===== src/rtl/memory_pkg.sv =====
// Shared types and sizing for the two-player memory (pairs) game controller.
package memory_pkg;

  localparam int NUM_CARDS = 16;
  localparam int NUM_PAIRS = 8;
  localparam int IDX_W     = 4;
  localparam int SYM_W     = 3;
  localparam int SCORE_W   = 4;

  typedef enum logic [1:0] {
    HIDDEN  = 2'd0,
    SHOWN   = 2'd1,
    MATCHED = 2'd2
  } card_state_e;

  typedef enum logic [2:0] {
    IDLE,
    WAIT_FIRST,
    WAIT_SECOND,
    SHOW,
    RESOLVE,
    GAME_OVER
  } turn_state_e;

  typedef enum logic [1:0] {
    WIN_P0  = 2'd0,
    WIN_P1  = 2'd1,
    WIN_TIE = 2'd2
  } winner_e;

  // Counter width able to hold the larger of the two timer load values.
  function automatic int timer_width(input longint unsigned a, input longint unsigned b);
    longint unsigned m;
    m = (a > b) ? a : b;
    return $clog2(m + 1);
  endfunction

  function automatic logic [SYM_W-1:0] card_sym(input logic [NUM_CARDS*SYM_W-1:0] board,
                                                 input logic [IDX_W-1:0]           idx);
    return board[SYM_W*int'(idx) +: SYM_W];
  endfunction

endpackage


===== src/rtl/memory_turn_ctrl_if.sv =====
// Player/board inputs and game-status outputs of the memory turn controller.
interface memory_turn_ctrl_if;
  import memory_pkg::*;

  logic                           start;
  logic                           pick_valid;
  logic [IDX_W-1:0]               pick_idx;
  logic [NUM_CARDS*SYM_W-1:0]     board_sym;
  logic [IDX_W-1:0]               selected1;
  logic [IDX_W-1:0]               selected2;
  logic                           par;
  logic                           flip_back;
  logic [2*NUM_CARDS-1:0]         card_state;
  logic                           player;
  logic [SCORE_W-1:0]             score0;
  logic [SCORE_W-1:0]             score1;
  logic                           game_over;
  logic [1:0]                     winner;

  modport master (
    output start, pick_valid, pick_idx, board_sym,
    input  selected1, selected2, par, flip_back, card_state,
           player, score0, score1, game_over, winner
  );

  modport slave (
    input  start, pick_valid, pick_idx, board_sym,
    output selected1, selected2, par, flip_back, card_state,
           player, score0, score1, game_over, winner
  );

endinterface


===== src/rtl/memory_turn_ctrl_timer.sv =====
// Loadable saturating down-counter; expired_o flags the cycle whose edge
// takes the count from one to zero.
module turn_timer #(
  parameter int WIDTH = 8
) (
  input  logic             clk,
  input  logic             rst_n,
  input  logic             load_i,
  input  logic [WIDTH-1:0] load_val_i,
  output logic             expired_o
);

  logic [WIDTH-1:0] count_q, count_d;

  // NOTE: every combinational output gets a default before any branch so no latch is inferred.
  always_comb begin
    count_d = count_q;
    if (load_i) begin
      count_d = load_val_i;
    end else if (count_q != '0) begin
      count_d = count_q - WIDTH'(1);
    end
  end

  // NOTE: sequential state is written with non-blocking assignments only.
  always_ff @(posedge clk or negedge rst_n) begin
    if (!rst_n) begin
      count_q <= '0;
    end else begin
      count_q <= count_d;
    end
  end

  assign expired_o = (count_q == WIDTH'(1));

endmodule


===== src/rtl/memory_turn_ctrl.sv =====
// Turn sequencer for a 16-card, two-player memory game: picks, show delay,
// match resolution, turn timeout and scoring.
module memory_turn_ctrl
  import memory_pkg::*;
#(
  parameter int unsigned SHOW_CYCLES = 50_000_000,
  parameter int unsigned TURN_CYCLES = 750_000_000
) (
  input logic               clk,
  input logic               rst_n,
  memory_turn_ctrl_if.slave bus
);

  localparam int               CNT_W     = timer_width(SHOW_CYCLES, TURN_CYCLES);
  localparam logic [CNT_W-1:0] SHOW_LOAD = CNT_W'(SHOW_CYCLES);
  localparam logic [CNT_W-1:0] TURN_LOAD = CNT_W'(TURN_CYCLES);

  turn_state_e          state_q, state_d;
  logic [IDX_W-1:0]     sel1_q, sel1_d, sel2_q, sel2_d;
  logic                 par_q, par_d;
  logic                 player_q, player_d;
  logic [SCORE_W-1:0]   score0_q, score0_d, score1_q, score1_d;
  card_state_e          card_q [NUM_CARDS];
  card_state_e          card_d [NUM_CARDS];

  logic                 show_load, turn_load, show_expired, turn_expired;
  logic                 flip_back, pick_ok;
  logic [SCORE_W:0]     pairs_won;
  winner_e              winner;
  logic [2*NUM_CARDS-1:0] card_flat;

  turn_timer #(.WIDTH(CNT_W)) u_show_timer (
    .clk        (clk),
    .rst_n      (rst_n),
    .load_i     (show_load),
    .load_val_i (SHOW_LOAD),
    .expired_o  (show_expired)
  );

  turn_timer #(.WIDTH(CNT_W)) u_turn_timer (
    .clk        (clk),
    .rst_n      (rst_n),
    .load_i     (turn_load),
    .load_val_i (TURN_LOAD),
    .expired_o  (turn_expired)
  );

  assign pick_ok   = bus.pick_valid && (card_q[bus.pick_idx] == HIDDEN);
  assign pairs_won = {1'b0, score0_q} + {1'b0, score1_q};

  always_comb begin
    state_d   = state_q;
    sel1_d    = sel1_q;
    sel2_d    = sel2_q;
    par_d     = par_q;
    player_d  = player_q;
    score0_d  = score0_q;
    score1_d  = score1_q;
    card_d    = card_q;
    show_load = 1'b0;
    turn_load = 1'b0;
    flip_back = 1'b0;

    unique case (state_q)
      IDLE, GAME_OVER: begin
        if (bus.start) begin
          for (int i = 0; i < NUM_CARDS; i++) card_d[i] = HIDDEN;
          score0_d  = '0;
          score1_d  = '0;
          player_d  = 1'b0;
          turn_load = 1'b1;
          state_d   = WAIT_FIRST;
        end
      end

      WAIT_FIRST: begin
        // A timeout in the same cycle as a pick wins; the pick is dropped.
        if (turn_expired) begin
          player_d  = ~player_q;
          turn_load = 1'b1;
        end else if (pick_ok) begin
          sel1_d               = bus.pick_idx;
          card_d[bus.pick_idx] = SHOWN;
          turn_load            = 1'b1;
          state_d              = WAIT_SECOND;
        end
      end

      WAIT_SECOND: begin
        if (turn_expired) begin
          card_d[sel1_q] = HIDDEN;
          flip_back      = 1'b1;
          player_d       = ~player_q;
          turn_load      = 1'b1;
          state_d        = WAIT_FIRST;
        end else if (pick_ok) begin
          sel2_d               = bus.pick_idx;
          card_d[bus.pick_idx] = SHOWN;
          par_d     = (card_sym(bus.board_sym, bus.pick_idx) == card_sym(bus.board_sym, sel1_q));
          show_load = 1'b1;
          state_d   = SHOW;
        end
      end

      SHOW: begin
        if (show_expired) state_d = RESOLVE;
      end

      RESOLVE: begin
        turn_load = 1'b1;
        state_d   = WAIT_FIRST;
        if (par_q) begin
          card_d[sel1_q] = MATCHED;
          card_d[sel2_q] = MATCHED;
          if (player_q) score1_d = score1_q + SCORE_W'(1);
          else          score0_d = score0_q + SCORE_W'(1);
          // This match is the last pair on the board.
          if (pairs_won == (SCORE_W+1)'(NUM_PAIRS - 1)) begin
            turn_load = 1'b0;
            state_d   = GAME_OVER;
          end
        end else begin
          card_d[sel1_q] = HIDDEN;
          card_d[sel2_q] = HIDDEN;
          flip_back      = 1'b1;
          player_d       = ~player_q;
        end
      end

      default: state_d = IDLE;
    endcase
  end

  always_ff @(posedge clk or negedge rst_n) begin
    if (!rst_n) begin
      state_q  <= IDLE;
      sel1_q   <= '0;
      sel2_q   <= '0;
      par_q    <= 1'b0;
      player_q <= 1'b0;
      score0_q <= '0;
      score1_q <= '0;
      // NOTE: the card array is only 16 entries and must read HIDDEN straight out of reset, so it is reset like ordinary flops.
      for (int i = 0; i < NUM_CARDS; i++) card_q[i] <= HIDDEN;
    end else begin
      state_q  <= state_d;
      sel1_q   <= sel1_d;
      sel2_q   <= sel2_d;
      par_q    <= par_d;
      player_q <= player_d;
      score0_q <= score0_d;
      score1_q <= score1_d;
      card_q   <= card_d;
    end
  end

  always_comb begin
    winner = WIN_P0;
    if (state_q == GAME_OVER) begin
      if (score1_q > score0_q)       winner = WIN_P1;
      else if (score1_q == score0_q) winner = WIN_TIE;
    end
  end

  always_comb begin
    card_flat = '0;
    for (int i = 0; i < NUM_CARDS; i++) card_flat[2*i +: 2] = card_q[i];
  end

  assign bus.selected1  = sel1_q;
  assign bus.selected2  = sel2_q;
  assign bus.par        = par_q;
  assign bus.flip_back  = flip_back;
  assign bus.card_state = card_flat;
  assign bus.player     = player_q;
  assign bus.score0     = score0_q;
  assign bus.score1     = score1_q;
  assign bus.game_over  = (state_q == GAME_OVER);
  assign bus.winner     = winner;

endmodule


===== src/flat_wrapper.sv =====
// flat-port wrapper written by rule: the top's interface ports become plain ports
module memory_turn_ctrl_flat import memory_pkg::*;
#(
  parameter int unsigned SHOW_CYCLES = 50_000_000,
  parameter int unsigned TURN_CYCLES = 750_000_000
)
  (clk, rst_n, bus_start, bus_pick_valid, bus_pick_idx, bus_board_sym, bus_selected1, bus_selected2, bus_par, bus_flip_back, bus_card_state, bus_player, bus_score0, bus_score1, bus_game_over, bus_winner);
  memory_turn_ctrl_if bus_i ();
  input logic clk;
  input logic rst_n;
  input wire logic [$bits(bus_i.start)-1:0] bus_start;
  input wire logic [$bits(bus_i.pick_valid)-1:0] bus_pick_valid;
  input wire logic [$bits(bus_i.pick_idx)-1:0] bus_pick_idx;
  input wire logic [$bits(bus_i.board_sym)-1:0] bus_board_sym;
  output wire logic [$bits(bus_i.selected1)-1:0] bus_selected1;
  output wire logic [$bits(bus_i.selected2)-1:0] bus_selected2;
  output wire logic [$bits(bus_i.par)-1:0] bus_par;
  output wire logic [$bits(bus_i.flip_back)-1:0] bus_flip_back;
  output wire logic [$bits(bus_i.card_state)-1:0] bus_card_state;
  output wire logic [$bits(bus_i.player)-1:0] bus_player;
  output wire logic [$bits(bus_i.score0)-1:0] bus_score0;
  output wire logic [$bits(bus_i.score1)-1:0] bus_score1;
  output wire logic [$bits(bus_i.game_over)-1:0] bus_game_over;
  output wire logic [$bits(bus_i.winner)-1:0] bus_winner;
  assign bus_i.start = bus_start;
  assign bus_i.pick_valid = bus_pick_valid;
  assign bus_i.pick_idx = bus_pick_idx;
  assign bus_i.board_sym = bus_board_sym;
  assign bus_selected1 = bus_i.selected1;
  assign bus_selected2 = bus_i.selected2;
  assign bus_par = bus_i.par;
  assign bus_flip_back = bus_i.flip_back;
  assign bus_card_state = bus_i.card_state;
  assign bus_player = bus_i.player;
  assign bus_score0 = bus_i.score0;
  assign bus_score1 = bus_i.score1;
  assign bus_game_over = bus_i.game_over;
  assign bus_winner = bus_i.winner;
  memory_turn_ctrl #(.SHOW_CYCLES(SHOW_CYCLES), .TURN_CYCLES(TURN_CYCLES)) u_core (.clk(clk), .rst_n(rst_n), .bus(bus_i));
endmodule

===== config.mk =====
export PLATFORM = sky130hd
export DESIGN_NAME = memory_turn_ctrl_flat
export DESIGN_NICKNAME = d
export VERILOG_FILES = /design/src/rtl/memory_pkg.sv /design/src/rtl/memory_turn_ctrl_if.sv /design/src/rtl/memory_turn_ctrl_timer.sv /design/src/rtl/memory_turn_ctrl.sv /design/src/flat_wrapper.sv
export SDC_FILE = /design/constraint.sdc
export NUM_CORES = 1
export LEC_CHECK = 0
export ABC_AREA = 1
export CAP_MARGIN = 25
export CORE_ASPECT_RATIO = 0.9
export CORE_MARGIN = 2
export CORE_UTILIZATION = 57
export CTS_CLUSTER_SIZE = 24
export DETAILED_ROUTE_END_ITERATION = 12
export GPL_ROUTABILITY_DRIVEN = 1
export PLACE_DENSITY = 0.79
export SLEW_MARGIN = 10
export SYNTH_ARGS = -nofsm -noshare
export SYNTH_HDL_FRONTEND = slang
export SYNTH_SLANG_ARGS = --single-unit

===== constraint.sdc =====
create_clock -name clk -period 2.6 [get_ports clk]
set_input_delay 0.26 -clock clk [delete_from_list [all_inputs] [get_ports clk]]
set_output_delay 0.26 -clock clk [all_outputs]
set_load 0.01 [all_outputs]

==> reports/qor.yml, run 1 <==
routing:
  post-route-drc-count: 0
  routed_via_density: 5.79
  first_iter_violations: 1178
  drt.antenna.violating_nets: 0
  via_count: 10340
  drt-total-wl_mm: 30.1
  dr.pass1.iters: 6
  wl_per_cell_um: 16.8
yosys:
  seq_area_frac_synth_pct: 31.3
  synth-compound-area-share_pct: 10.4
  synth-edff-count: 0
  synth.avg_cell_area_um2: 6.35
  synthCells: 1424
  synth_xor_area_share_pct: 4.55
  synth_nets: 1496
  synth_seq_cells: 113
  syn_area_um2: 9050
  synth_async_sr_flop_share_pct: 100
  ys_warn_count: 0
  synthSimpleGateAreaFrac_pct: 40.9
  synth_cell_types: 43
  synth-main-ff-cell: "dfrtp_1"
  synth_mux_area_share_pct: 0.111
  synth_fa_ha_area_share_pct: 2.30
  synth_top_family_by_area: "simple AND/OR/NAND/NOR gates"
final_layout:
  antennaDiodeCount: 0
  drive_gt1_share_pct: 8.97
  final_nets: 1642
  nFillCells: 1312
  final_area_um2: 11200
  utilization_pct: 72.5
  layout_commonest_cell: "nand2_1"
  areaGrowthSynthToFinish_pct: 24.1
  layout_common_cells: "nand2_1, inv_1, nor2_1"
setup_path:
  worstSetupPathType: "reg2out"
  crit_required_ns: 2.34
  critPathArrivalTime_ns: 2.20
  end_kind: "output pin"
  path_max_fanout: 4
  setup.worst_path.start_class: "flop"
cts:
  cts.sinks: 113
  clkLatencyLatePin_ns: 0.43
  htreeDepth: 4
  root_buffer: "clkbuf_16"
  clock_path_buffers: 2
  cts_tree: "yes"
  clk_pin_slew_ns: 0.06
  cts_buffers: 17
timing:
  hold_viol: 0
  finalMaxSlewViolations: 0
  slew_headroom_pct: 54.4
  setup_viol: 0
  fmax_ghz: 0.406
  worst_pin_slew_ns: 0.682
  fin_skew_ns: 0.00992
  finalHoldWorstSlack_ns: 0.326
  min_period_ns: 2.46
  fin_tns_setup_ns: 0
  rsz0062_at_grt: "no"
  period_share_pct: 94.7
floorplanning:
  pin_count: 110
  die_w_um: 137
  start_util_pct: 58.4
  core_area_um2: 15500
  rows: 43
  dieArea_um2: 16900
  die_h_um: 124
grt:
  grt.total_usage_pct: 36.7
  antenna_found_initial: 0
  grt_max_degree: 57
  grt_first_pass_wirelength_mm: 48.0
  grt_pass1_vias: 9413
  overflow: 0
place:
  gp_congestion: 0.992
  placed_cell_area_um2: 10600
  io_buffers: 109
  place_hpwl_mm: 22.8
pwr:
  leakage_uw: 0.00564
  power_density_nw_per_um2: 929
  worst_ir_drop_vdd_mv: 0.912
run_status:
  status: "finished clean"
job:
  max-cap-violations: 0
min_path:
  hp-class: "in2async"
[cell type report]
cell class,count,area [um2],area share [%]
Clock buffer,18,439,3.91
Clock inverter,14,133,1.18
Inverter,194,733,6.53
Multi-Input combinational cell,1077,5310,47.2
Sequential cell,113,2830,25.2
Tap cell,202,253,2.25
Timing Repair Buffer,167,1540,13.7
[power breakdown]
group,switching (uW),internal [uW]
Clock,927,1350
Sequential,552,2160
Combinational,3540,1900
[metrics by stage]
| stage | setup WS [ns] | power, uW | std cells |
|---|---|---|---|
| floorplan | 0.224 | 5960 | 1424 |
| global placement | 0.0904 | 7830 | 1752 |
| detailed placement | 0.00938 | 7970 | 1752 |
| CTS | 0.0576 | 10300 | 1785 |
| global route | 0.0110 | 11100 | 1785 |
| finish | 0.138 | 10400 | 1785 |
[cells by family (layout without fill, tap and decap cells)]
family | count (synthesis) | count (layout)
flip-flops | 113 | 113
XOR/XNOR | 47 | 47
AND/OR/NAND/NOR | 852 | 852
AO/OA/AOI/OAI | 161 | 161
multiplexers | 1 | 1
buffers and inverters | 234 | 393
adder cells (fa/ha/maj) | 16 | 16
[registers in the layout (all words and copies together) (netlist names)]
signal                       count
u_core.bus.score1                4
u_core.u_turn_timer.count_q     30
u_core.u_show_timer.count_q     30
u_core.state_q                   3
u_core.bus.score0                4
u_core.bus.player                1
u_core.bus.selected1             4
u_core.bus.selected2             4
u_core.bus.card_state           32
u_core.bus.par                   1
[layer usage]
layer | wire length (um) | GRT usage, %
met5 | 0 | 0
met2 | 13000 | 54.2
met3 | 3540 | 9.55
met4 | 629 | 11.1
met1 | 12900 | 52.9
[critical path, cell delays in order, from the launching register on]
cell             delay [ns]
dfrtp_1                0.40
inv_1                  0.11
ha_1                   0.30
nand2_1                0.08
inv_1                  0.06
nand3_1                0.10
nand2_1                0.06
a21oi_1                0.11
clkdlybuf4s50_1        0.55
[final timing paths]
kind | startpoint | endpoint | slack, ns | cells past startpoint
worst max-delay path | u_core.bus.score0[2]$_DFFE_PN0P_ | bus_winner[0] | 0.14 | 8
worst min-delay path | rst_n | u_core.u_show_timer.count_q[5]$_DFFE_PN0P_ | 0.33 | 2
worst max register to register | u_core.bus.score1[0]$_DFFE_PN0P_ | u_core.u_turn_timer.count_q[7]$_DFFE_PN0P_ | 0.18 | 13
worst min register to register | u_core.u_show_timer.count_q[19]$_DFFE_PN0P_ | u_core.u_show_timer.count_q[19]$_DFFE_PN0P_ | 0.54 | 2
max in group asynchronous | rst_n | u_core.bus.card_state[18]$_DFFE_PN0P_ | 1.55 | 3
min in group clk | u_core.u_show_timer.count_q[19]$_DFFE_PN0P_ | u_core.u_show_timer.count_q[19]$_DFFE_PN0P_ | 0.54 | 2
[what timing repair did]
item | 4_1_cts | 5_1_grt
endpoints found under the setup margin | 3 | 30
endpoints found under the hold margin | 29 | 0
hold buffers | 1 | 0
resized for setup | 4 | 6
pin swaps | 1 | 0
buffers inserted | 0 | 0
[Yosys cell counts (4+ instances only)]
| cell | number | share of area, % |
|---|---|---|
| nor2_1 | 154 | 6.4 |
| ha_1 | 15 | 2.1 |
| nand2_2 | 4 | 0.28 |
| nand3_1 | 113 | 6.3 |
| inv_2 | 11 | 0.46 |
| a21oi_1 | 38 | 2.1 |
| o21a_1 | 4 | 0.33 |
| nor2_2 | 8 | 0.55 |
| o211ai_1 | 11 | 0.91 |
| o21ai_1 | 10 | 0.55 |
| dfrtp_1 | 113 | 31 |
| xor2_1 | 37 | 3.6 |
| a22oi_1 | 17 | 1.4 |
| clkbuf_1 | 15 | 0.62 |
| xnor2_1 | 10 | 0.97 |
| o21ai_0 | 65 | 3.6 |
| buf_4 | 5 | 0.41 |
| buf_2 | 13 | 0.72 |
| nor4_1 | 11 | 0.76 |
| inv_1 | 182 | 7.6 |
| nor3_1 | 43 | 2.4 |
| nand4_1 | 55 | 3.8 |
| nand2_1 | 448 | 19 |
| o21ai_2 | 10 | 0.97 |
| buf_6 | 4 | 0.50 |
No activity file was read; power rests on OpenSTA's default activity.
==> inputs of run 2 (changes only) <==
Settings changed: CORE_UTILIZATION 57 to 30, PLACE_DENSITY 0.79 to 0.46.
==> run 2 against run 1 <==
Effect of this change: setup slack better by 0.0088 ns; critical endpoint unchanged; non-clock buffer count grew 14; clock power grew 8%; flip-flop and latch count is the same; critical path depth is 1 lower; clock skew is 0.0012 ns higher; critical path type unchanged; final area rose by 3.7%; combinational power grew 4.0%; worst hold slack better by 0.016 ns; via count is 5.2% lower; register-to-register slack barely moved; maximum frequency rose by 0.36%.
==> reports/qor.yml, run 2 (synthesis results as in run 1) <==
place:
  gp_congestion: 0.912
  dp_slack_ns: 0.0246
  place_hpwl_mm: 26.6
  placed_cell_area_um2: 11000
  io_buffers: 109
timing:
  rsz0062_at_grt: "no"
  min_period_ns: 2.45
  fin_skew_ns: 0.0112
  hold_viol: 0
  worst_pin_slew_ns: 0.881
  finalWorstSetupSlack_ns: 0.146
  slew_headroom_pct: 40.7
  fmax_ghz: 0.408
  setup_viol: 0
  period_share_pct: 94.4
  finalMaxSlewViolations: 0
  fin_tns_setup_ns: 0
final_layout:
  multi_input_area_um2: 5300
  seqCellArea_um2: 2830
  areaGrowthSynthToFinish_pct: 28.7
  drive_gt1_share_pct: 9.52
  utilization_pct: 39.1
  layout_common_cells: "nand2_1, inv_1, nor2_1"
  nFillCells: 3247
  final_area_um2: 11600
  layout_commonest_cell: "nand2_1"
  final_nets: 1656
  antennaDiodeCount: 0
  largest_register_ffs: 32
cts:
  htreeDepth: 4
  cts.sinks: 113
  clock_path_buffers: 2
  cts_tree: "yes"
  post_cts_buffers: 0
  clk_pin_slew_ns: 0.06
  root_buffer: "clkbuf_16"
  cts_buffers: 17
  clkLatencyLatePin_ns: 0.44
setup_path:
  end_kind: "output pin"
  worstReg2RegEnd: "u_core.u_turn_timer.count_q[21]$_DFFE_PN0P_"
  r2r_slack_ns: 0.17
  setup.worst_path.start_class: "flop"
  worstSetupPathType: "reg2out"
  crit_top_cell: "nand2_1"
  r2r-start: "u_core.bus.score1[0]$_DFFE_PN0P_"
  crit_start: "u_core.bus.score1[3]$_DFFE_PN0P_"
  crit_family: "buffers and inverters"
  r2r_cells: 14
  crit_required_ns: 2.34
  critPathArrivalTime_ns: 2.19
  cp_slowest_cell: "clkdlybuf4s50_1"
  crit_buf_inv: 2
  path_max_fanout: 5
  worstPathCellList: "ha_1 > nand2_1 > inv_1 > nand3_1 > nand2_1 > a21oi_1 > clkdlybuf4s50_1"
  cpPeakStageDelay_ns: 0.54
pwr:
  worst_ir_drop_vdd_mv: 0.512
  leakage_uw: 0.00574
  power_density_nw_per_um2: 936
routing:
  drt-total-wl_mm: 34.5
  post-route-drc-count: 0
  routed_via_density: 4.90
  first_iter_violations: 817
  drt.antenna.violating_nets: 0
  wl_per_cell_um: 17.3
  dr.pass1.iters: 5
  via_count: 9800
floorplanning:
  rows: 60
  core_area_um2: 29800
  start_util_pct: 30.4
  dieArea_um2: 31600
  die_w_um: 187
  pin_count: 110
  die_h_um: 169
grt:
  grt_pass1_vias: 9337
  top_usage_layer: "met2"
  antenna_found_initial: 0
  grt_max_degree: 36
  use_met2_pct: 35.5
  overflow: 0
  grt_first_pass_wirelength_mm: 53.6
  grtUsageMet3_pct: 3.42
  met1_usage_pct: 30.1
  grt.total_usage_pct: 21.9
min_path:
  hp-class: "in2async"
job:
  max-cap-violations: 0
run_status:
  status: "finished clean"
==> run 2: report_power, final <==
part,internal [uW],total (uW),switching [uW]
clock network,1480,2470,994
logic,2060,5670,3610
registers,2160,2750,588
==> run 2: per-stage QoR <==
stage / total power [uW] / instances / hold slack, ns
after floorplan: 5960 / 1424 / -0.0356
after global placement: 8420 / 1967 / 0.284
after detailed placement: 8430 / 1967 / 0.285
after CTS: 10900 / 2000 / 0.353
after global routing: 11700 / 2000 / 0.375
final: 10900 / 2000 / 0.343
==> run 2: worst max path at each step <==
stage	to	slack, ns	cells after the start
2_1_floorplan	u_core.u_turn_timer.count_q[10]$_DFFE_PN0P_	0.22	14
3_3_place_gp	u_core.u_turn_timer.count_q[28]$_DFFE_PN0P_	0.05	14
3_5_place_dp	u_core.u_turn_timer.count_q[28]$_DFFE_PN0P_	0.02	14
4_1_cts	u_core.u_turn_timer.count_q[21]$_DFFE_PN0P_	0.07	14
5_1_grt	u_core.u_turn_timer.count_q[12]$_DFFE_PN0P_	0.005	14
6_report	bus_winner[0]	0.15	7
==> run 2: timing repair <==
item / CTS / global route
endpoints found under the setup margin: 1 / 26
hold buffers: 1 / 0
resized for setup: 2 / 4
cloned: 0 / 0
hold endpoints to repair: 29 / 0
pin swaps: 0 / 1
==> run 2: routing by layer <==
layer | vias up | wire, um
li1 | 4920 | -
met2 | 249 | 15800
met5 | - | 0
met1 | 4579 | 16100
met4 | 0 | 852
met3 | 52 | 1730
==> run 2: final cells by class <==
| type | instances | share of cell area [%] |
|---|---|---|
| repair buffers | 181 | 14.4 |
| inverters | 194 | 6.26 |
| flip-flops and latches | 113 | 24.3 |
| well taps | 403 | 4.33 |
| clock inverters | 13 | 1.28 |
| multi-input cells | 1077 | 45.5 |
| clock buffers | 19 | 3.89 |
